===== config.mk =====
export PLATFORM = sky130hd
export DESIGN_NAME = status_pio_mc
export DESIGN_NICKNAME = d
export VERILOG_FILES = /design/src/rtl/status_pio_pkg.sv /design/src/rtl/status_pio_chan.sv /design/src/rtl/status_pio_mc.sv
export SDC_FILE = /design/constraint.sdc
export NUM_CORES = 1
export LEC_CHECK = 0
export BUFFER_PORTS_ARGS = -buffer_cell sky130_fd_sc_hd__buf_2
export CAP_MARGIN = 15
export CELL_PAD_IN_SITES_DETAIL_PLACEMENT = 1
export CELL_PAD_IN_SITES_GLOBAL_PLACEMENT = 1
export CORE_AREA = 4 4 261 263
export DETAILED_ROUTE_END_ITERATION = 7
export DIE_AREA = 0 0 265 267
export GPL_ROUTABILITY_DRIVEN = 0
export GPL_TIMING_DRIVEN = 1
export PLACE_DENSITY_LB_ADDON = 0.15
export SLEW_MARGIN = 0
export SYNTH_ARGS = -nofsm -noshare
export SYNTH_HDL_FRONTEND = slang
export SYNTH_HIERARCHICAL = 1
export SYNTH_SLANG_ARGS = --single-unit

===== constraint.sdc =====
create_clock -name clk_clk -period 2.3 [get_ports clk_clk]
set_input_delay 0 -clock clk_clk [delete_from_list [all_inputs] [get_ports clk_clk]]
set_output_delay 0 -clock clk_clk [all_outputs]
set_load 0.02 [all_outputs]

===== src/rtl/status_pio_pkg.sv =====
// status_pio_pkg: register map constants and edge-mode encoding for status_pio_mc.
// Optional feature macro: STATUS_PIO_SYNC_EN (2-flop synchronizer on every status bit).
package status_pio_pkg;

    localparam int unsigned REG_DATA      = 0;
    localparam int unsigned REG_SNAP      = 1;
    localparam int unsigned REG_EDGE      = 2;
    localparam int unsigned REG_MASK      = 3;
    localparam int unsigned REGS_PER_CH   = 4;
    localparam int unsigned REG_SEL_W     = $clog2(REGS_PER_CH);
    localparam int unsigned CTRL_SNAP_BIT = 0;
    localparam int unsigned BUS_W         = 32;

    typedef enum logic [1:0] {
        EDGE_RISE = 2'd0,
        EDGE_FALL = 2'd1,
        EDGE_ANY  = 2'd2
    } edge_mode_e;

`ifdef STATUS_PIO_SYNC_EN
    localparam int unsigned SYNC_STAGES = 2;
`else
    localparam int unsigned SYNC_STAGES = 0;
`endif

    // Edge detection stays gated until cur/prev both hold real post-reset samples.
    localparam int unsigned ARM_DEPTH = SYNC_STAGES + 1;

endpackage


===== src/rtl/status_pio_chan.sv =====
// status_pio_chan: one status channel -- optional synchronizer, cur/prev sampling,
// edge capture with W1C, interrupt mask and snapshot register.
// Optional feature macro: STATUS_PIO_SYNC_EN.
module status_pio_chan
    import status_pio_pkg::*;
#(
    parameter int unsigned WIDTH     = 32,
    parameter int unsigned EDGE_MODE = 2
) (
    input  logic             clk,
    input  logic             rst_n,
    input  logic [WIDTH-1:0] status_i,
    input  logic             armed_i,
    input  logic             snap_i,
    input  logic             edge_we_i,
    input  logic             mask_we_i,
    input  logic [WIDTH-1:0] wdata_i,
    output logic [WIDTH-1:0] data_o,
    output logic [WIDTH-1:0] snap_o,
    output logic [WIDTH-1:0] edge_o,
    output logic [WIDTH-1:0] mask_o,
    output logic             hit_c_o
);

    localparam edge_mode_e MODE = edge_mode_e'(2'(EDGE_MODE));

    logic [WIDTH-1:0] sample;
    logic [WIDTH-1:0] ev;
    logic [WIDTH-1:0] cur_q,  cur_d;
    logic [WIDTH-1:0] prev_q, prev_d;
    logic [WIDTH-1:0] edge_q, edge_d;
    logic [WIDTH-1:0] mask_q, mask_d;
    logic [WIDTH-1:0] snap_q, snap_d;

`ifdef STATUS_PIO_SYNC_EN
    logic [WIDTH-1:0] sync1_q;
    logic [WIDTH-1:0] sync2_q;

    // Two-flop synchronizer for asynchronous status sources.
    always_ff @(posedge clk or negedge rst_n) begin
        if (!rst_n) begin
            sync1_q <= '0;
            sync2_q <= '0;
        end else begin
            sync1_q <= status_i;
            sync2_q <= sync1_q;
        end
    end

    assign sample = sync2_q;
`else
    assign sample = status_i;
`endif

    // Event selection for the configured edge mode.
    always_comb begin
        ev = '0;
        case (MODE)
            EDGE_RISE: ev = cur_q & ~prev_q;
            EDGE_FALL: ev = ~cur_q & prev_q;
            default:   ev = cur_q ^ prev_q;
        endcase
    end

    // Next-state: prev is preloaded with the incoming sample while unarmed so the
    // first armed comparison never sees the reset value; new events beat W1C.
    always_comb begin
        cur_d  = sample;
        prev_d = armed_i ? cur_q : sample;
        edge_d = (edge_q & ~(edge_we_i ? wdata_i : '0)) | (ev & {WIDTH{armed_i}});
        mask_d = mask_we_i ? wdata_i : mask_q;
        snap_d = snap_i ? cur_q : snap_q;
    end

    // Channel state registers.
    always_ff @(posedge clk or negedge rst_n) begin
        if (!rst_n) begin
            cur_q  <= '0;
            prev_q <= '0;
            edge_q <= '0;
            mask_q <= '0;
            snap_q <= '0;
        end else begin
            cur_q  <= cur_d;
            prev_q <= prev_d;
            edge_q <= edge_d;
            mask_q <= mask_d;
            snap_q <= snap_d;
        end
    end

    assign data_o  = cur_q;
    assign snap_o  = snap_q;
    assign edge_o  = edge_q;
    assign mask_o  = mask_q;
    assign hit_c_o = |(edge_q & mask_q);

endmodule


===== src/rtl/status_pio_mc.sv =====
// status_pio_mc: multi-channel status PIO behind an Avalon-MM slave (read latency 1)
// with a single level interrupt. Optional feature macro: STATUS_PIO_SYNC_EN.
module status_pio_mc
    import status_pio_pkg::*;
#(
    parameter int unsigned CHANNELS  = 4,
    parameter int unsigned WIDTH     = 32,
    parameter int unsigned EDGE_MODE = 2,
    parameter int unsigned ADDR_W    = $clog2(CHANNELS * REGS_PER_CH + 1)
) (
    input  logic                      clk_clk,
    input  logic                      reset_reset_n,
    input  logic [CHANNELS*WIDTH-1:0] status_in,
    input  logic [ADDR_W-1:0]         avs_address,
    input  logic                      avs_read,
    input  logic                      avs_write,
    input  logic [BUS_W-1:0]          avs_writedata,
    output logic [BUS_W-1:0]          avs_readdata,
    output logic                      avs_readdatavalid,
    output logic                      irq
);

    localparam int unsigned CTRL_ADDR = CHANNELS * REGS_PER_CH;
    localparam int unsigned SEL_W     = ADDR_W - REG_SEL_W;

    logic [REG_SEL_W-1:0] reg_sel;
    logic [SEL_W-1:0]     ch_sel;
    logic                 in_chan_space;
    logic                 wr_chan;
    logic                 snap_all;

    logic [WIDTH-1:0]     data_w [CHANNELS];
    logic [WIDTH-1:0]     snap_w [CHANNELS];
    logic [WIDTH-1:0]     edge_w [CHANNELS];
    logic [WIDTH-1:0]     mask_w [CHANNELS];
    logic [CHANNELS-1:0]  hit_w;
    logic [CHANNELS-1:0]  edge_we;
    logic [CHANNELS-1:0]  mask_we;

    logic [BUS_W-1:0]     rdata_c;
    logic [BUS_W-1:0]     rdata_q, rdata_d;
    logic                 rvalid_q, rvalid_d;
    logic                 irq_q, irq_d;
    logic [ARM_DEPTH-1:0] arm_q, arm_d;
    logic                 armed;

    assign reg_sel       = avs_address[REG_SEL_W-1:0];
    assign ch_sel        = avs_address[ADDR_W-1:REG_SEL_W];
    assign in_chan_space = avs_address < ADDR_W'(CTRL_ADDR);
    assign wr_chan       = avs_write && in_chan_space;
    assign snap_all      = avs_write && (avs_address == ADDR_W'(CTRL_ADDR))
                           && avs_writedata[CTRL_SNAP_BIT];
    assign armed         = arm_q[ARM_DEPTH-1];

    // Per-channel datapath and write strobes.
    for (genvar c = 0; c < CHANNELS; c++) begin : g_chan
        assign edge_we[c] = wr_chan && (ch_sel == SEL_W'(c)) && (reg_sel == REG_SEL_W'(REG_EDGE));
        assign mask_we[c] = wr_chan && (ch_sel == SEL_W'(c)) && (reg_sel == REG_SEL_W'(REG_MASK));

        status_pio_chan #(
            .WIDTH     (WIDTH),
            .EDGE_MODE (EDGE_MODE)
        ) u_chan (
            .clk       (clk_clk),
            .rst_n     (reset_reset_n),
            .status_i  (status_in[c*WIDTH +: WIDTH]),
            .armed_i   (armed),
            .snap_i    (snap_all),
            .edge_we_i (edge_we[c]),
            .mask_we_i (mask_we[c]),
            .wdata_i   (avs_writedata[WIDTH-1:0]),
            .data_o    (data_w[c]),
            .snap_o    (snap_w[c]),
            .edge_o    (edge_w[c]),
            .mask_o    (mask_w[c]),
            .hit_c_o   (hit_w[c])
        );
    end

    // Read mux; CTRL and unmapped addresses return 0.
    always_comb begin
        rdata_c = '0;
        if (in_chan_space) begin
            for (int c = 0; c < CHANNELS; c++) begin
                if (ch_sel == SEL_W'(c)) begin
                    case (reg_sel)
                        REG_SEL_W'(REG_DATA): rdata_c = BUS_W'(data_w[c]);
                        REG_SEL_W'(REG_SNAP): rdata_c = BUS_W'(snap_w[c]);
                        REG_SEL_W'(REG_EDGE): rdata_c = BUS_W'(edge_w[c]);
                        REG_SEL_W'(REG_MASK): rdata_c = BUS_W'(mask_w[c]);
                        default:              rdata_c = '0;
                    endcase
                end
            end
        end
    end

    // Next-state for read response, interrupt and arming shift register.
    always_comb begin
        rvalid_d = avs_read;
        rdata_d  = avs_read ? rdata_c : '0;
        irq_d    = |hit_w;
        arm_d    = (arm_q << 1) | ARM_DEPTH'(1);
    end

    // Top-level registers; a pending read response is dropped by reset.
    always_ff @(posedge clk_clk or negedge reset_reset_n) begin
        if (!reset_reset_n) begin
            rvalid_q <= 1'b0;
            rdata_q  <= '0;
            irq_q    <= 1'b0;
            arm_q    <= '0;
        end else begin
            rvalid_q <= rvalid_d;
            rdata_q  <= rdata_d;
            irq_q    <= irq_d;
            arm_q    <= arm_d;
        end
    end

    assign avs_readdata      = rdata_q;
    assign avs_readdatavalid = rvalid_q;
    assign irq               = irq_q;

endmodule


==> impl_metrics.env, run 1 <==
export IMPL_routedWlPerCell_um=26.9
export IMPL_ys_seq_area_frac=0.574
export IMPL_synthArstFlopShare=1.00
export IMPL_grtUsageTotal=0.263
export IMPL_clkLatencyLatePin_ns=0.61
export IMPL_rows=94
export IMPL_cts_tree="yes"
export IMPL_numCtsBuffers=74
export IMPL_synth_cells=2108
export IMPL_p_leak_uw=0.0160
export IMPL_power_density_nw_per_um2=831
export IMPL_slew_violations=0
export IMPL_coreArea_um2=65600
export IMPL_die_w_um=265
export IMPL_max_cap_viol_count=0
export IMPL_peakVddDrop_mv=0.546
export IMPL_vias=19900
export IMPL_layout_drive_gt1_share=0.349
export IMPL_die_area_um2=70800
export IMPL_cts_max_level=3
export IMPL_rsz0062_at_grt="no"
export IMPL_initial_core_util=0.448
export IMPL_synthFlopType="dfrtp_1"
export IMPL_post_route_period_util=0.986
export IMPL_synthTopCellsByArea="dfrtp_1 (57%), mux2_2 (14%), mux2i_1 (6.5%)"
export IMPL_dr_pass1_iters=5
export IMPL_synth_edf_count=0
export IMPL_io_pins=203
export IMPL_synth_fa_ha_area_frac=0
export IMPL_synth_area_mux_share=0.237
export IMPL_fp_dieH_um=267
export IMPL_synth_area_um2=29400
export IMPL_critPathCaptureType="flip-flop"
export IMPL_grt_max_degree=92
export IMPL_relSlewSlack=0.489
export IMPL_port_buffers=202
export IMPL_arrival_ns=2.73
export IMPL_placed_cell_area_um2=32300
export IMPL_synth_compound_area_frac=0.0792
export IMPL_status="finished clean"
export IMPL_hpwl_mm=65.2
export IMPL_antenna_found_initial=5
export IMPL_hold_violations=0
export IMPL_postRouteAntennaNets=0
export IMPL_crit_fanout=3
export IMPL_tightest_slew_ns=0.767
export IMPL_area_growth_pct=24.0
export IMPL_synth_top_cell_area_share=0.574
export IMPL_fillers=6361
export IMPL_path_clk_slew_ns=0.06
export IMPL_grt_overflow=0
export IMPL_yosysTopAreaCell="dfrtp_1"
export IMPL_ctsRootBufferMaster="clkbuf_16"
export IMPL_path_class="flip-flop to flip-flop"
export IMPL_synth_top_family_by_area="multiplexers"
export IMPL_fin_nets=2706
export IMPL_finalSetupTns_ns=0
export IMPL_ys_warn_count=6
export IMPL_clock_sinks=675
export IMPL_skew_ns=0.0185
export IMPL_crit_required_ns=2.76
export IMPL_fin_crit_ns=2.27
export IMPL_grt_pass1_vias=21500
export IMPL_avgSynthCellArea_um2=14.0
export IMPL_cp_start_kind="flip-flop"
export IMPL_clk_path_buf_depth=3
export IMPL_via_per_inst=5.75
export IMPL_hp_class="input pin to flip-flop"
export IMPL_ys_top_cells_by_count="dfrtp_1 (675), mux2_2 (368), mux2i_1 (192), nand2_1 (129)"
export IMPL_synth_nets=2277
export IMPL_max_freq_ghz=0.441
export IMPL_synth_xor_area_share=0.0381
export IMPL_yosys_area_share_simple=0.0470
export IMPL_routed_wl_mm=93.1
export IMPL_grt_pass1_wl_mm=141
export IMPL_finalPower_uw=30300
export IMPL_synth_most_common_cell="dfrtp_1"
export IMPL_synth_seq_cells=675
export IMPL_drc=0
export IMPL_setup_viol=0
export IMPL_utilization=0.556
export IMPL_ys_types=35
export IMPL_drtIter0Drc=1519
export IMPL_stdcell_area_um2=36500
-- final cells by class --
cell class	instances	area (um^2)	share of cell area
clock buffers	116	2280	0.0626
well taps	864	1080	0.0296
multi-input cells	1295	11900	0.325
diodes	1	2.50	0.0000686
clock inverters	19	256	0.00703
repair buffers	491	4090	0.112
flip-flops and latches	675	16900	0.463
-- cells by family after synthesis --
family	count (synthesis)
AND/OR/NAND/NOR	270
flip-flops	675
AO/OA/AOI/OAI	288
other	1
buffers and inverters	138
multiplexers	608
XOR/XNOR	128
-- cell usage in the layout, fill, tap and decap left out, types with 14 or more instances in the layout --
cell,netlist,layout
mux2i_1,192,192
clkbuf_8,0,21
buf_4,4,89
xor2_1,128,128
buf_12,0,37
nor3_1,36,33
nand2_1,129,129
mux4_2,32,32
mux2_1,16,16
a22oi_2,8,14
a22o_1,128,128
mux2_2,368,368
o221ai_1,32,32
clkbuf_16,0,77
dlygate4sd3_1,0,162
buf_2,64,200
nand4_1,16,16
a22oi_1,56,50
dfrtp_1,675,674
nor2_1,38,33
o22ai_1,63,63
clkbuf_1,35,18
nor3_2,31,34
-- registers in the layout (all words and copies together), names as in the netlist --
signal,flops
g_chan.u_chan/mask_o,128
irq,1
avs_readdata,32
avs_readdatavalid,1
arm_q,1
g_chan.u_chan/snap_o,128
g_chan.u_chan/data_o,128
g_chan.u_chan/prev_q,128
g_chan.u_chan/edge_o,128
-- stage by stage --
| step | worst slack [ns] | hold WS, ns | cells |
|---|---|---|---|
| final | 0.0319 | 0.0448 | 3461 |
| after global routing | 0.0212 | 0.0315 | 3460 |
| after CTS | 0.000994 | 0.0135 | 3460 |
| after detailed placement | -0.0447 | -0.0155 | 3162 |
| after global placement | 0.0204 | -0.0166 | 3162 |
| after floorplan | 0.308 | -0.296 | 2108 |
-- path summary, 6_finish.rpt --
kind	end	startpoint	cells past startpoint	slack [ns]
hold / removal	g_chan[1].u_chan/data_o[29]$_DFF_PN0_	status_in[61]	2	0.04
hold reg to reg	g_chan[2].u_chan/snap_o[10]$_DFFE_PN0P_	g_chan[2].u_chan/snap_o[10]$_DFFE_PN0P_	1	0.49
max in group asynchronous	g_chan[0].u_chan/prev_q[28]$_DFF_PN0_	reset_reset_n	3	1.63
setup / recovery	irq$_DFF_PN0_	g_chan[3].u_chan/mask_o[8]$_DFFE_PN0P_	4	0.03
min in group asynchronous	g_chan[3].u_chan/edge_o[14]$_DFF_PN0_	reset_reset_n	3	0.15
setup reg to reg	irq$_DFF_PN0_	g_chan[3].u_chan/mask_o[8]$_DFFE_PN0P_	4	0.03
-- critical path, stage by stage (launching register included) --
cell,delay [ns]
dfrtp_1,0.40
a22oi_1,0.34
nand4_1,0.19
or4_1,0.67
or4_1,0.53
-- layer usage --
metal | GRT usage | part of all wire | wire length (um)
met1 | 0.400 | 0.48 | 44500
met2 | 0.399 | 0.45 | 42200
met3 | 0.0443 | 0.052 | 4840
met4 | 0.0574 | 0.017 | 1560
met5 | 0 | 0 | 0
-- report_power, final --
group,internal (uW),leakage [uW],switching [uW],total (uW)
Clock,7490,0.00126,4880,12400
Sequential,13000,0.00793,871,13900
Combinational,2020,0.00677,2050,4070
-- timing repair --
action	4_1_cts	5_1_grt
hold buffers	163	0
setup endpoints to repair	1	1
hold endpoints to repair	1004	0
buffers inserted	0	0
gates resized for setup	5	1
cloned	0	0
Note: power is estimated with default switching activity, not from simulation.
==> run 2, diff against run 1 <==
- CORE_AREA: 4 4 261 263 -> 2 2 259 261
- DIE_AREA: 0 0 265 267 -> 0 0 261 263
==> run 2 against run 1 <==
Net effect:
- critical path depth unchanged
- non-clock buffer count down 26
- highest routed layer unchanged
- wire length down 1.5%
- clock-buffer cell count down 3
- worst hold slack about the same
- maximum frequency down 0.86%
- largest cell class unchanged
- core utilization down 0.65 points
==> impl_metrics.env, run 2 (same netlist as run 1, synthesis figures left out) <==
export IMPL_status="finished clean"
export IMPL_clkLatencyLatePin_ns=0.61
export IMPL_crit_family="simple AND/OR/NAND/NOR gates"
export IMPL_dr_pass1_iters=5
export IMPL_path_clk_slew_ns=0.06
export IMPL_utilization=0.549
export IMPL_fin_crit_ns=2.29
export IMPL_crit_required_ns=2.78
export IMPL_io_pins=203
export IMPL_port_buffers=202
export IMPL_initial_core_util=0.448
export IMPL_crit_fanout=3
export IMPL_hold_violations=0
export IMPL_ctsRootBufferMaster="clkbuf_16"
export IMPL_p_leak_uw=0.0157
export IMPL_final_cell_mix="dfrtp_1 (674), mux2_2 (368), buf_2 (200)"
export IMPL_cp_startpoint="g_chan[1].u_chan/edge_o[2]$_DFF_PN0_"
export IMPL_postRouteAntennaNets=0
export IMPL_hpwl_mm=64.6
export IMPL_routedWlPerCell_um=26.7
export IMPL_rsz0062_at_grt="no"
export IMPL_layout_drive_gt1_share=0.337
export IMPL_grt_overflow=0
export IMPL_grt_max_degree=104
export IMPL_relSlewSlack=0.521
export IMPL_coreArea_um2=65600
export IMPL_numCtsBuffers=74
export IMPL_grt_pass1_wl_mm=139
export IMPL_max_freq_ghz=0.437
export IMPL_drtIter0Drc=1407
export IMPL_cts_tree="yes"
export IMPL_crit_top_cell="or4_1"
export IMPL_max_cap_viol_count=0
export IMPL_drc=0
export IMPL_fin_nets=2680
export IMPL_worst_path_buf_inv=0
export IMPL_grt_pass1_vias=21500
export IMPL_grtUsageMet2=0.403
export IMPL_fp_dieH_um=263
export IMPL_die_area_um2=68600
export IMPL_use_met1=0.407
export IMPL_gr_max_usage_layer="met1"
export IMPL_arrival_ns=2.76
export IMPL_tightest_slew_ns=0.719
export IMPL_critPathCaptureType="flip-flop"
export IMPL_skew_ns=0.0179
export IMPL_use_met3=0.0503
export IMPL_stdcell_area_um2=36000
export IMPL_setup_viol=0
export IMPL_grtUsageTotal=0.271
export IMPL_post_route_period_util=0.995
export IMPL_hold_start="status_in[34]"
export IMPL_slowest_delay_ns=0.58
export IMPL_path_cells="a22oi_1, nand4_1, or4_1, or4_1"
export IMPL_slew_violations=0
export IMPL_hp_class="input pin to flip-flop"
export IMPL_placed_cell_area_um2=32100
export IMPL_cp_start_kind="flip-flop"
export IMPL_die_w_um=261
export IMPL_routed_wl_mm=91.6
export IMPL_cts_max_level=3
export IMPL_path_class="flip-flop to flip-flop"
export IMPL_clk_path_buf_depth=3
export IMPL_power_density_nw_per_um2=814
export IMPL_antenna_found_initial=4
export IMPL_via_per_inst=5.74
export IMPL_cts_setup_buffers=0
export IMPL_rows=94
export IMPL_clock_sinks=675
export IMPL_vias=19700
export IMPL_holdWs_ns=0.0449
export IMPL_layout_commonest_cell="dfrtp_1"
export IMPL_area_growth_pct=22.6
export IMPL_peakVddDrop_mv=0.554
export IMPL_r2r_start="g_chan[1].u_chan/edge_o[2]$_DFF_PN0_"
export IMPL_slowest_stage="or4_1"
-- run 2: worst paths after layout --
kind | to | slack [ns] | cells past startpoint
hold / removal | g_chan[1].u_chan/data_o[2]$_DFF_PN0_ | 0.04 | 2
setup / recovery | irq$_DFF_PN0_ | 0.01 | 4
hold reg to reg | g_chan[2].u_chan/snap_o[10]$_DFFE_PN0P_ | 0.49 | 1
setup reg to reg | irq$_DFF_PN0_ | 0.01 | 4
max in group asynchronous | g_chan[0].u_chan/mask_o[13]$_DFFE_PN0P_ | 1.61 | 4
min in group asynchronous | g_chan[3].u_chan/snap_o[18]$_DFFE_PN0P_ | 0.08 | 3
-- run 2: layout make-up --
| class | count | area, um^2 |
|---|---|---|
| Fill cell | 6443 | 29600 |
| Antenna cell | 2 | 5.00 |
| Tap cell | 864 | 1080 |
| Timing Repair Buffer | 465 | 3900 |
| Multi-Input combinational cell | 1295 | 11900 |
| Clock inverter | 14 | 130 |
| Clock buffer | 113 | 2180 |
| Sequential cell | 675 | 16900 |
-- run 2: repair_timing --
action | CTS | global route
resized for setup | 4 | 0
endpoints found under the hold margin | 1193 | 0
hold buffers | 163 | 0
setup endpoints to repair | 1 | 0
-- run 2: per-stage QoR --
step | setup slack (ns) | instances | total power (uW) | TNS [ns]
floorplan | 0.308 | 2108 | 15900 | 0
global placement | -0.189 | 3136 | 17600 | -0.189
detailed placement | -0.191 | 3136 | 17800 | -0.191
CTS | 0.00664 | 3426 | 29600 | 0
global route | 0.00398 | 3428 | 30500 | 0
finish | 0.0122 | 3428 | 29400 | 0
-- run 2: routing by layer --
layer  routed length [um]  up-vias
met4                 2100        0
met2                41100      500
met1                43400    10500
li1                     -     8554
met3                 5080      112
met5                    0        -
-- run 2: power by group --
part	total [uW]	leakage, uW	switching, uW	internal (uW)
Clock	11500	0.00114	4770	6740
Combinational	4000	0.00665	2050	1950
Sequential	13900	0.00793	862	13000
Total	29400	0.0157	7680	21700
-- run 2: worst register-to-register path: cells and delay by family, from the launching register on --
kind | cells | cell delay (ns)
compound gates | 1 | 0.33
flops | 1 | 0.41
simple gates | 3 | 1.41
